`src/rtl/inst_fetch_arb_pkg.sv`:
```
// Shared types for the instruction fetch arbiter: bus width, owner encoding,
// grant bit positions and the registered response record.
package inst_fetch_arb_pkg;

    localparam int InstBus = 32;

    typedef logic [InstBus-1:0] inst_t;

    localparam inst_t ZeroWord = '0;

    localparam int GntCpu = 0;
    localparam int GntDbg = 1;

    typedef enum logic {
        OWN_CPU = 1'b0,
        OWN_DBG = 1'b1
    } owner_e;

    typedef struct packed {
        logic  valid;
        logic  err;
        inst_t data;
    } rsp_t;

endpackage

```
`src/rtl/ifetch_arb_core.sv`:
```
// Grant decision for the fetch arbiter: two requests plus arbitration state in,
// one-hot grant out. IFETCH_RR_EN selects round-robin instead of CPU priority.
import inst_fetch_arb_pkg::*;

module ifetch_arb_core #(
    parameter int STARVE_MAX = 4,
    parameter int CNT_W      = 3
) (
    input  logic             cpu_req,
    input  logic             dbg_req,
`ifdef IFETCH_RR_EN
    input  owner_e           last_owner,
`else
    input  logic [CNT_W-1:0] starve_cnt,
`endif
    output logic [1:0]       gnt_oh
);

    logic dbg_wins;

    always_comb begin
        gnt_oh = 2'b00;
`ifdef IFETCH_RR_EN
        dbg_wins = dbg_req && (!cpu_req || (last_owner == OWN_CPU));
`else
        // Debug only beats a requesting CPU once it has waited out STARVE_MAX losses.
        dbg_wins = dbg_req && (!cpu_req || (starve_cnt == CNT_W'(STARVE_MAX)));
`endif
        if (dbg_wins) begin
            gnt_oh[GntDbg] = 1'b1;
        end else if (cpu_req) begin
            gnt_oh[GntCpu] = 1'b1;
        end
    end

endmodule

```
`src/rtl/inst_fetch_arb.sv`:
```
// Instruction fetch arbiter sharing one combinational ROM between CPU and debug.
// Build with IFETCH_RR_EN defined for round-robin instead of CPU priority.
import inst_fetch_arb_pkg::*;

module inst_fetch_arb #(
    parameter int ADDR_W     = 32,
    parameter int MEM_LOG2   = 17,
    parameter int STARVE_MAX = 4
) (
    input  logic              clk,
    input  logic              rst,
    input  logic              cpu_req,
    input  logic [ADDR_W-1:0] cpu_addr,
    output logic              cpu_gnt,
    input  logic              dbg_req,
    input  logic [ADDR_W-1:0] dbg_addr,
    output logic              dbg_gnt,
    output logic              cpu_rvalid,
    output logic [31:0]       cpu_rdata,
    output logic              cpu_rerr,
    output logic              dbg_rvalid,
    output logic [31:0]       dbg_rdata,
    output logic              dbg_rerr,
    input  logic              cpu_flush,
    output logic              rom_ce,
    output logic [ADDR_W-1:0] rom_addr,
    input  logic [31:0]       rom_inst
);

    logic [1:0]        gnt_oh;
    logic [1:0]        gnt;
    logic [ADDR_W-1:0] sel_addr;
    logic              addr_bad;
    inst_t             fetch_word;

    rsp_t  cpu_pend_q, cpu_pend_d;
    rsp_t  dbg_rsp_q,  dbg_rsp_d;
    inst_t cpu_data_q, cpu_data_d;

`ifdef IFETCH_RR_EN
    owner_e last_owner_q, last_owner_d;

    ifetch_arb_core #(
        .STARVE_MAX (STARVE_MAX),
        .CNT_W      (1)
    ) u_core (
        .cpu_req    (cpu_req),
        .dbg_req    (dbg_req),
        .last_owner (last_owner_q),
        .gnt_oh     (gnt_oh)
    );
`else
    localparam int CntW = $clog2(STARVE_MAX + 1);

    logic [CntW-1:0] starve_q, starve_d;

    ifetch_arb_core #(
        .STARVE_MAX (STARVE_MAX),
        .CNT_W      (CntW)
    ) u_core (
        .cpu_req    (cpu_req),
        .dbg_req    (dbg_req),
        .starve_cnt (starve_q),
        .gnt_oh     (gnt_oh)
    );
`endif

    // Grants are suppressed while reset is held so nothing is accepted mid-reset.
    assign gnt     = gnt_oh & {2{rst}};
    assign cpu_gnt = gnt[GntCpu];
    assign dbg_gnt = gnt[GntDbg];

    always_comb begin
        sel_addr = '0;
        if (gnt[GntDbg]) begin
            sel_addr = dbg_addr;
        end else if (gnt[GntCpu]) begin
            sel_addr = cpu_addr;
        end
        addr_bad   = (sel_addr[1:0] != 2'b00) || ((sel_addr >> (MEM_LOG2 + 2)) != '0);
        fetch_word = addr_bad ? ZeroWord : rom_inst;
        rom_ce     = (gnt != 2'b00) && !addr_bad;
        rom_addr   = sel_addr;
    end

    // Pending CPU response is separate from the committed word so a flush can
    // hide a response without disturbing what cpu_rdata already shows.
    always_comb begin
        cpu_pend_d.valid = gnt[GntCpu];
        cpu_pend_d.err   = gnt[GntCpu] && addr_bad;
        cpu_pend_d.data  = gnt[GntCpu] ? fetch_word : cpu_pend_q.data;

        cpu_data_d = cpu_data_q;
        if (cpu_pend_q.valid && !cpu_flush) begin
            cpu_data_d = cpu_pend_q.data;
        end

        dbg_rsp_d.valid = gnt[GntDbg];
        dbg_rsp_d.err   = gnt[GntDbg] && addr_bad;
        dbg_rsp_d.data  = gnt[GntDbg] ? fetch_word : dbg_rsp_q.data;
    end

`ifdef IFETCH_RR_EN
    always_comb begin
        last_owner_d = last_owner_q;
        if (gnt[GntDbg]) begin
            last_owner_d = OWN_DBG;
        end else if (gnt[GntCpu]) begin
            last_owner_d = OWN_CPU;
        end
    end
`else
    always_comb begin
        starve_d = starve_q;
        if (!dbg_req || gnt[GntDbg]) begin
            starve_d = '0;
        end else if (starve_q != CntW'(STARVE_MAX)) begin
            starve_d = starve_q + CntW'(1);
        end
    end
`endif

    always_ff @(posedge clk or negedge rst) begin
        if (!rst) begin
            cpu_pend_q <= '0;
            dbg_rsp_q  <= '0;
            cpu_data_q <= ZeroWord;
`ifdef IFETCH_RR_EN
            last_owner_q <= OWN_CPU;
`else
            starve_q <= '0;
`endif
        end else begin
            cpu_pend_q <= cpu_pend_d;
            dbg_rsp_q  <= dbg_rsp_d;
            cpu_data_q <= cpu_data_d;
`ifdef IFETCH_RR_EN
            last_owner_q <= last_owner_d;
`else
            starve_q <= starve_d;
`endif
        end
    end

    assign cpu_rvalid = cpu_pend_q.valid && !cpu_flush;
    assign cpu_rerr   = cpu_pend_q.err && !cpu_flush;
    assign cpu_rdata  = cpu_rvalid ? cpu_pend_q.data : cpu_data_q;

    assign dbg_rvalid = dbg_rsp_q.valid;
    assign dbg_rerr   = dbg_rsp_q.err;
    assign dbg_rdata  = dbg_rsp_q.data;

endmodule

```
`config.mk`:
```
export PLATFORM = sky130hd
export DESIGN_NAME = inst_fetch_arb
export DESIGN_NICKNAME = d
export VERILOG_FILES = /design/src/rtl/inst_fetch_arb_pkg.sv /design/src/rtl/ifetch_arb_core.sv /design/src/rtl/inst_fetch_arb.sv
export SDC_FILE = /design/constraint.sdc
export NUM_CORES = 1
export LEC_CHECK = 0
export CAP_MARGIN = 25
export CORE_ASPECT_RATIO = 0.5
export CORE_MARGIN = 2
export CORE_UTILIZATION = 35
export CTS_BUF_LIST = sky130_fd_sc_hd__clkbuf_8
export DETAILED_ROUTE_END_ITERATION = 10
export HOLD_SLACK_MARGIN = 0.02
export PLACE_DENSITY = 0.74
export SETUP_SLACK_MARGIN = 0.5
export SYNTH_ARGS = -nofsm -noshare
export SYNTH_HDL_FRONTEND = slang
export SYNTH_SLANG_ARGS = --single-unit
```
`constraint.sdc`:
```
create_clock -name clk -period 3.15 [get_ports clk]
set_input_delay 0.63 -clock clk [delete_from_list [all_inputs] [get_ports clk]]
set_output_delay 0.63 -clock clk [all_outputs]
set_load 0.1 [all_outputs]
```
---- Word level (Yosys, flattened, before mapping) ----
Cells that the tools add are included.
storage, ports and cells
  register bits ........................... 103
  logic and storage cells ................. 38
operators by class
  $add $sub $neg .......................... 1
  equality and inequality tests ........... 2
  multiplexer cells ....................... 9
  bitwise logic cells ..................... 1
  reduce and logical (&&, ||, !) cells .... 17
operators with widths
  kind                                         number
  two-way mux 32 bit                           4
  nonzero test 32 bit                          1
  logical AND 1 bit                            6
  two-way mux 3 bit                            2
  nonzero test 2 bit                           3
  zero test 1 bit                              4
  adder 3 x 1 -> 3 bit, second input constant  1
  == test 3 bit, second input constant         1
  logical OR 1 bit                             3
  two-way mux 1 bit                            3
  != test 3 bit, second input constant         1
  bitwise AND 2 bit                            1

---- Logic depth before layout (Yosys ltp) ----
  depth in word-level cells ............... 11
  gate-level depth with buffers ........... 10
  gate-level depth less buffers ........... 7

---- Cells and area by module ----
A second synthesis with hierarchy kept.
second synthesis, totals
  cells, all modules ...................... 395
  area total of the unflattened synthesis .. 4803.4 sq um
by module, submodules not included
  module           instances  cells an instance  area each (sq um)  sequential area each (sq um)
  inst_fetch_arb   1          390                4770.8             2577.5
  ifetch_arb_core  1          5                  32.5               0.0

---- Worst setup path after synthesis ----
Ideal clock, no wire load.
  path kind ............................... input -> output
  start ................................... input port cpu_addr[1]
  end ..................................... output port rom_ce
  arrival ................................. 4.113 ns
  path slack .............................. -1.593 ns
  stages on the path ...................... 3
  cells stage by stage .................... nor4_1 -> nand4_1 -> o41ai_1
between the ends
  cells in the longest elaborated chain, start to end .. 6
RTL lines
  item                line                  RTL
  start, declared     inst_fetch_arb.sv:13  input logic [ADDR_W-1:0] cpu_addr,
  two-way mux 32 bit  inst_fetch_arb.sv:77  end else if (gnt[GntCpu]) begin
  two-way mux 32 bit  inst_fetch_arb.sv:75  if (gnt[GntDbg]) begin
  nonzero test 2 bit  inst_fetch_arb.sv:80  addr_bad = (sel_addr[1:0] != 2'b00) || ((sel_addr >> (MEM_LOG2 + 2)) != '0);
  logical OR 1 bit    inst_fetch_arb.sv:80
  zero test 1 bit     inst_fetch_arb.sv:82  rom_ce = (gnt != 2'b00) && !addr_bad;
  logical AND 1 bit   inst_fetch_arb.sv:82
  end, declared       inst_fetch_arb.sv:25  output logic rom_ce,
No other way between the ends.

---- Worst setup path in the final report ----
  start ................................... input port dbg_addr[1]
  end ..................................... output port rom_ce
between the ends
  cells in the longest elaborated chain, start to end .. 5
RTL lines
  item                line                  RTL
  start, declared     inst_fetch_arb.sv:16  input logic [ADDR_W-1:0] dbg_addr,
  two-way mux 32 bit  inst_fetch_arb.sv:75
  nonzero test 2 bit  inst_fetch_arb.sv:80
  logical OR 1 bit    inst_fetch_arb.sv:80
  zero test 1 bit     inst_fetch_arb.sv:82
  logical AND 1 bit   inst_fetch_arb.sv:82
No other way between the ends.

==> flow_metrics.env <==
export IMPL_outcome="finished clean"
export IMPL_postSynthAreaPerCell_um2=12.0
export IMPL_slew_viol_final=0
export IMPL_grt_start_max_net_pins=86
export IMPL_leakage_uw=0.00375
export IMPL_power_uw=2890
export IMPL_antenna_found_initial=0
export IMPL_cts_tree="done"
export IMPL_holdBufCountCts=0
export IMPL_clk_latency_ns=0.36
export IMPL_placed_area_mm2=0.00738
export IMPL_cp_max_fo=2
export IMPL_cp_cell_sequence="clkdlybuf4s50_1 -> nor4_2 -> and4_4 -> nand2_2 -> o41ai_4 -> buf_12"
export IMPL_maxCapViolations=0
export IMPL_layout_setup_ws_ns=0.492
export IMPL_final_period_utilization_pct=84.4
export IMPL_area_growth_pct=82.6
export IMPL_setup_violations=0
export IMPL_drc=0
export IMPL_drt_iter0_drc=132
export IMPL_die_h_um=82.9
export IMPL_max_slew_margin_pct=65.6
export IMPL_vias=3775
export IMPL_final_area_mm2=0.00795
export IMPL_finalWeightedCongestion=0.830
export IMPL_skew_ns=0.00540
export IMPL_synth_area_mm2=0.00435
export IMPL_setup_tns_ns=0
export IMPL_grt_util_all_layers_pct=19.8
export IMPL_wl_mm=13.3
export IMPL_synthXorXnorAreaFrac_pct=0.201
export IMPL_path_clk_slew_ns=0.09
export IMPL_antenna_left=0
export IMPL_ys_seq_elements=103
export IMPL_synth_top_family_by_area="compound AO/OA/AOI/OAI gates"
export IMPL_grt_setup_unrepaired="yes"
export IMPL_clockBufferDepth=2
export IMPL_synthSimpleGateAreaFrac_pct=8.88
export IMPL_pwr_density_cell_mw_per_mm2=363
export IMPL_utilization_pct=66.3
export IMPL_cp_slowest_cell="clkdlybuf4s50_1"
export IMPL_grt_pass1_wl_mm=21.3
export IMPL_wl_per_cell_um=17.8
export IMPL_syn_num_nets=467
export IMPL_drt_pass1_iterations=4
export IMPL_boundaryPins=204
export IMPL_rows=28
export IMPL_avgViaCountPerCell=5.03
export IMPL_hold_viol=0
export IMPL_gr_total_overflow=0
export IMPL_grt_pass1_vias=4041
export IMPL_dp_hpwl_mm=9.37
export IMPL_h_tree_depth=3
export IMPL_power_internal_uw=2050
export IMPL_numCtsBuffers=9
export IMPL_worstPathArrival_ns=2.03
export IMPL_antennaDiodeCount=0
export IMPL_fmax_mhz=376
export IMPL_required_ns=2.52
export IMPL_synthAdderAreaFrac_pct=0.575
export IMPL_initial_core_util_pct=36.3
export IMPL_clkPwrFrac_pct=28.7
export IMPL_synth_top_area_share_pct=59.2
export IMPL_dieArea_mm2=0.0134
export IMPL_synthTopCellsByArea="dfrtp_1, a22o_1, mux2_2, nand2_1, o21ai_2"
export IMPL_pre_cts_slack_ns=0.285
export IMPL_port_buffers=203
export IMPL_cpPeakStageDelay_ns=0.47
export IMPL_peakVddDrop_mv=0.207
export IMPL_combPwrFrac_pct=25.2
export IMPL_nets=685
export IMPL_cts_sinks=103
export IMPL_hold_class="in -> async"
export IMPL_cts_root_buffer="clkbuf_8"
export IMPL_switching_share_pct=29.2
export IMPL_path_buf_inv=2
export IMPL_synth_largest_area_cell="dfrtp_1"
export IMPL_cp_start_kind="input port"
export IMPL_num_fill_cells=868
export IMPL_worstSetupPathType="in -> out"
export IMPL_ys_warn_count=0
export IMPL_max_slew_worst_pin_slew_ns=0.516
export IMPL_synthMuxAreaShare_pct=8.28
export IMPL_ys_types=28
export IMPL_post_route_min_period_ns=2.66
export IMPL_core_area_mm2=0.0120
export IMPL_synth_compound_area_share_pct=19.1
export IMPL_pwr_share_seq_pct=46.1
export IMPL_crit_family="buffers and inverters"
export IMPL_synthCells=364
export IMPL_cp_end_kind="primary output"
export IMPL_yosysSeqAreaShare_pct=59.2
export IMPL_layout_drive_gt1_share_pct=42.7
export IMPL_die_x_um=162
export IMPL_p_switching_uw=843
cell usage after synthesis:
cell type  count
nor3_1         3
clkbuf_1      17
dfrtp_1      103
nand4_1        1
o21ai_0        2
mux2_2        32
o21ai_1       10
xnor2_1        1
nand2_1       72
nand3_1        3
inv_1          3
nor2b_1        2
inv_4          1
o41ai_1        1
and4_1         1
o21ai_2       20
buf_2          1
a2111o_1       1
nor2_1         4
buf_1          3
and2_1         2
a21oi_1        2
a21o_1         1
ha_1           2
nor4_1         5
buf_4          4
buf_6          3
a22o_1        64
placed cells by master (no fill, tap or decap), types with 2 or more instances in the layout:
cell type and count:
o21ai_0 2, and2_1 2, nand2_1 70, buf_12 73
o21ai_1 10, clkdlybuf4s50_1 79, mux2_2 24, dlygate4sd2_1 13
o21ai_2 20, mux2_4 8, a22o_4 20, a22o_1 32
buf_16 2, clkbuf_8 11, nor2_1 4, dlymetal6s2s_1 7
a21oi_1 2, a22o_2 12, nor4_2 3, inv_2 2
buf_4 58, nand3_1 2, dfrtp_1 103, nor3_1 2
timing repair:
| action | 4_1_cts | 5_1_grt |
|---|---|---|
| endpoints found under the setup margin | 67 | 33 |
| gates resized for setup | 30 | 20 |
| gates cloned | 2 | 1 |
| pin swaps | 8 | 9 |
| setup buffers | 11 | 5 |
power groups by stage:
stage / combinational [µW] / sequential [µW] / clock [µW]
4_1_cts: 708 / 1330 / 844
5_1_grt: 757 / 1330 / 894
3_5_place_dp: 686 / 1360 / 0
3_3_place_gp: 685 / 1360 / 0
6_report: 728 / 1330 / 828
2_1_floorplan: 333 / 1370 / 0
worst register-to-register path, stage by stage (launching register included):
cell,delay (ns)
dfrtp_1,0.38
inv_2,0.06
ha_4,0.17
nand2_4,0.06
a21o_1,0.19
clkinv_4,0.13
buf_4,0.16
a2111o_1,0.36
buf_4,0.29
o21ai_0,0.26
metrics by stage:
step / hold slack, ns / std cells
after floorplan: 0.334 / 364
after global placement: 0.455 / 716
after detailed placement: 0.461 / 716
after CTS: 0.125 / 744
after global routing: 0.127 / 751
final: 0.135 / 751
area by class of cell:
class / instances / area (µm²) / area share, %
multi-input cells: 229 / 1930 / 24.3
clock inverters: 4 / 46.3 / 0.583
well taps: 165 / 206 / 2.60
repair buffers: 235 / 3010 / 37.9
inverters: 4 / 22.5 / 0.283
clock buffers: 11 / 151 / 1.91
flip-flops and latches: 103 / 2580 / 32.4
kinds of logic (layout without fill, tap and decap cells):
kind of cell | after synthesis | in the layout
adders and majority gates | 2 | 2
buffers and inverters | 32 | 254
AOI/OAI and AO/OA | 101 | 101
muxes | 32 | 32
and+or+nand+nor | 93 | 93
xor gates and xnor gates | 1 | 1
DFF | 103 | 103
flip-flops by register name (all words and copies together) (netlist names):
name,flops
dbg_rerr,1
dbg_rvalid,1
dbg_rdata,32
cpu_data_q,32
cpu_pend_q,34
starve_q,3
path summary, 6_finish.rpt:
kind | from | end | slack [ns] | cells after the start
min in group clk | cpu_pend_q[28] | cpu_pend_q[28] | 0.48 | 2
worst min register to register | cpu_pend_q[28] | cpu_pend_q[28] | 0.48 | 2
worst max-delay path | dbg_addr[1] | rom_ce | 0.49 | 6
max in group asynchronous | rst | cpu_pend_q[4] | 2.02 | 3
worst max register to register | starve_q[1] | cpu_pend_q[29] | 1.00 | 9
worst min-delay path | rst | starve_q[2] | 0.13 | 1
metal layers:
layer | part of all wire [%] | global-route usage (%)
met1 | 42 | 24.9
met2 | 51 | 34.1
met3 | 5.3 | 5.04
met4 | 1.9 | 5.79
met5 | 0 | 0
No activity file was read; power rests on OpenSTA's default activity.
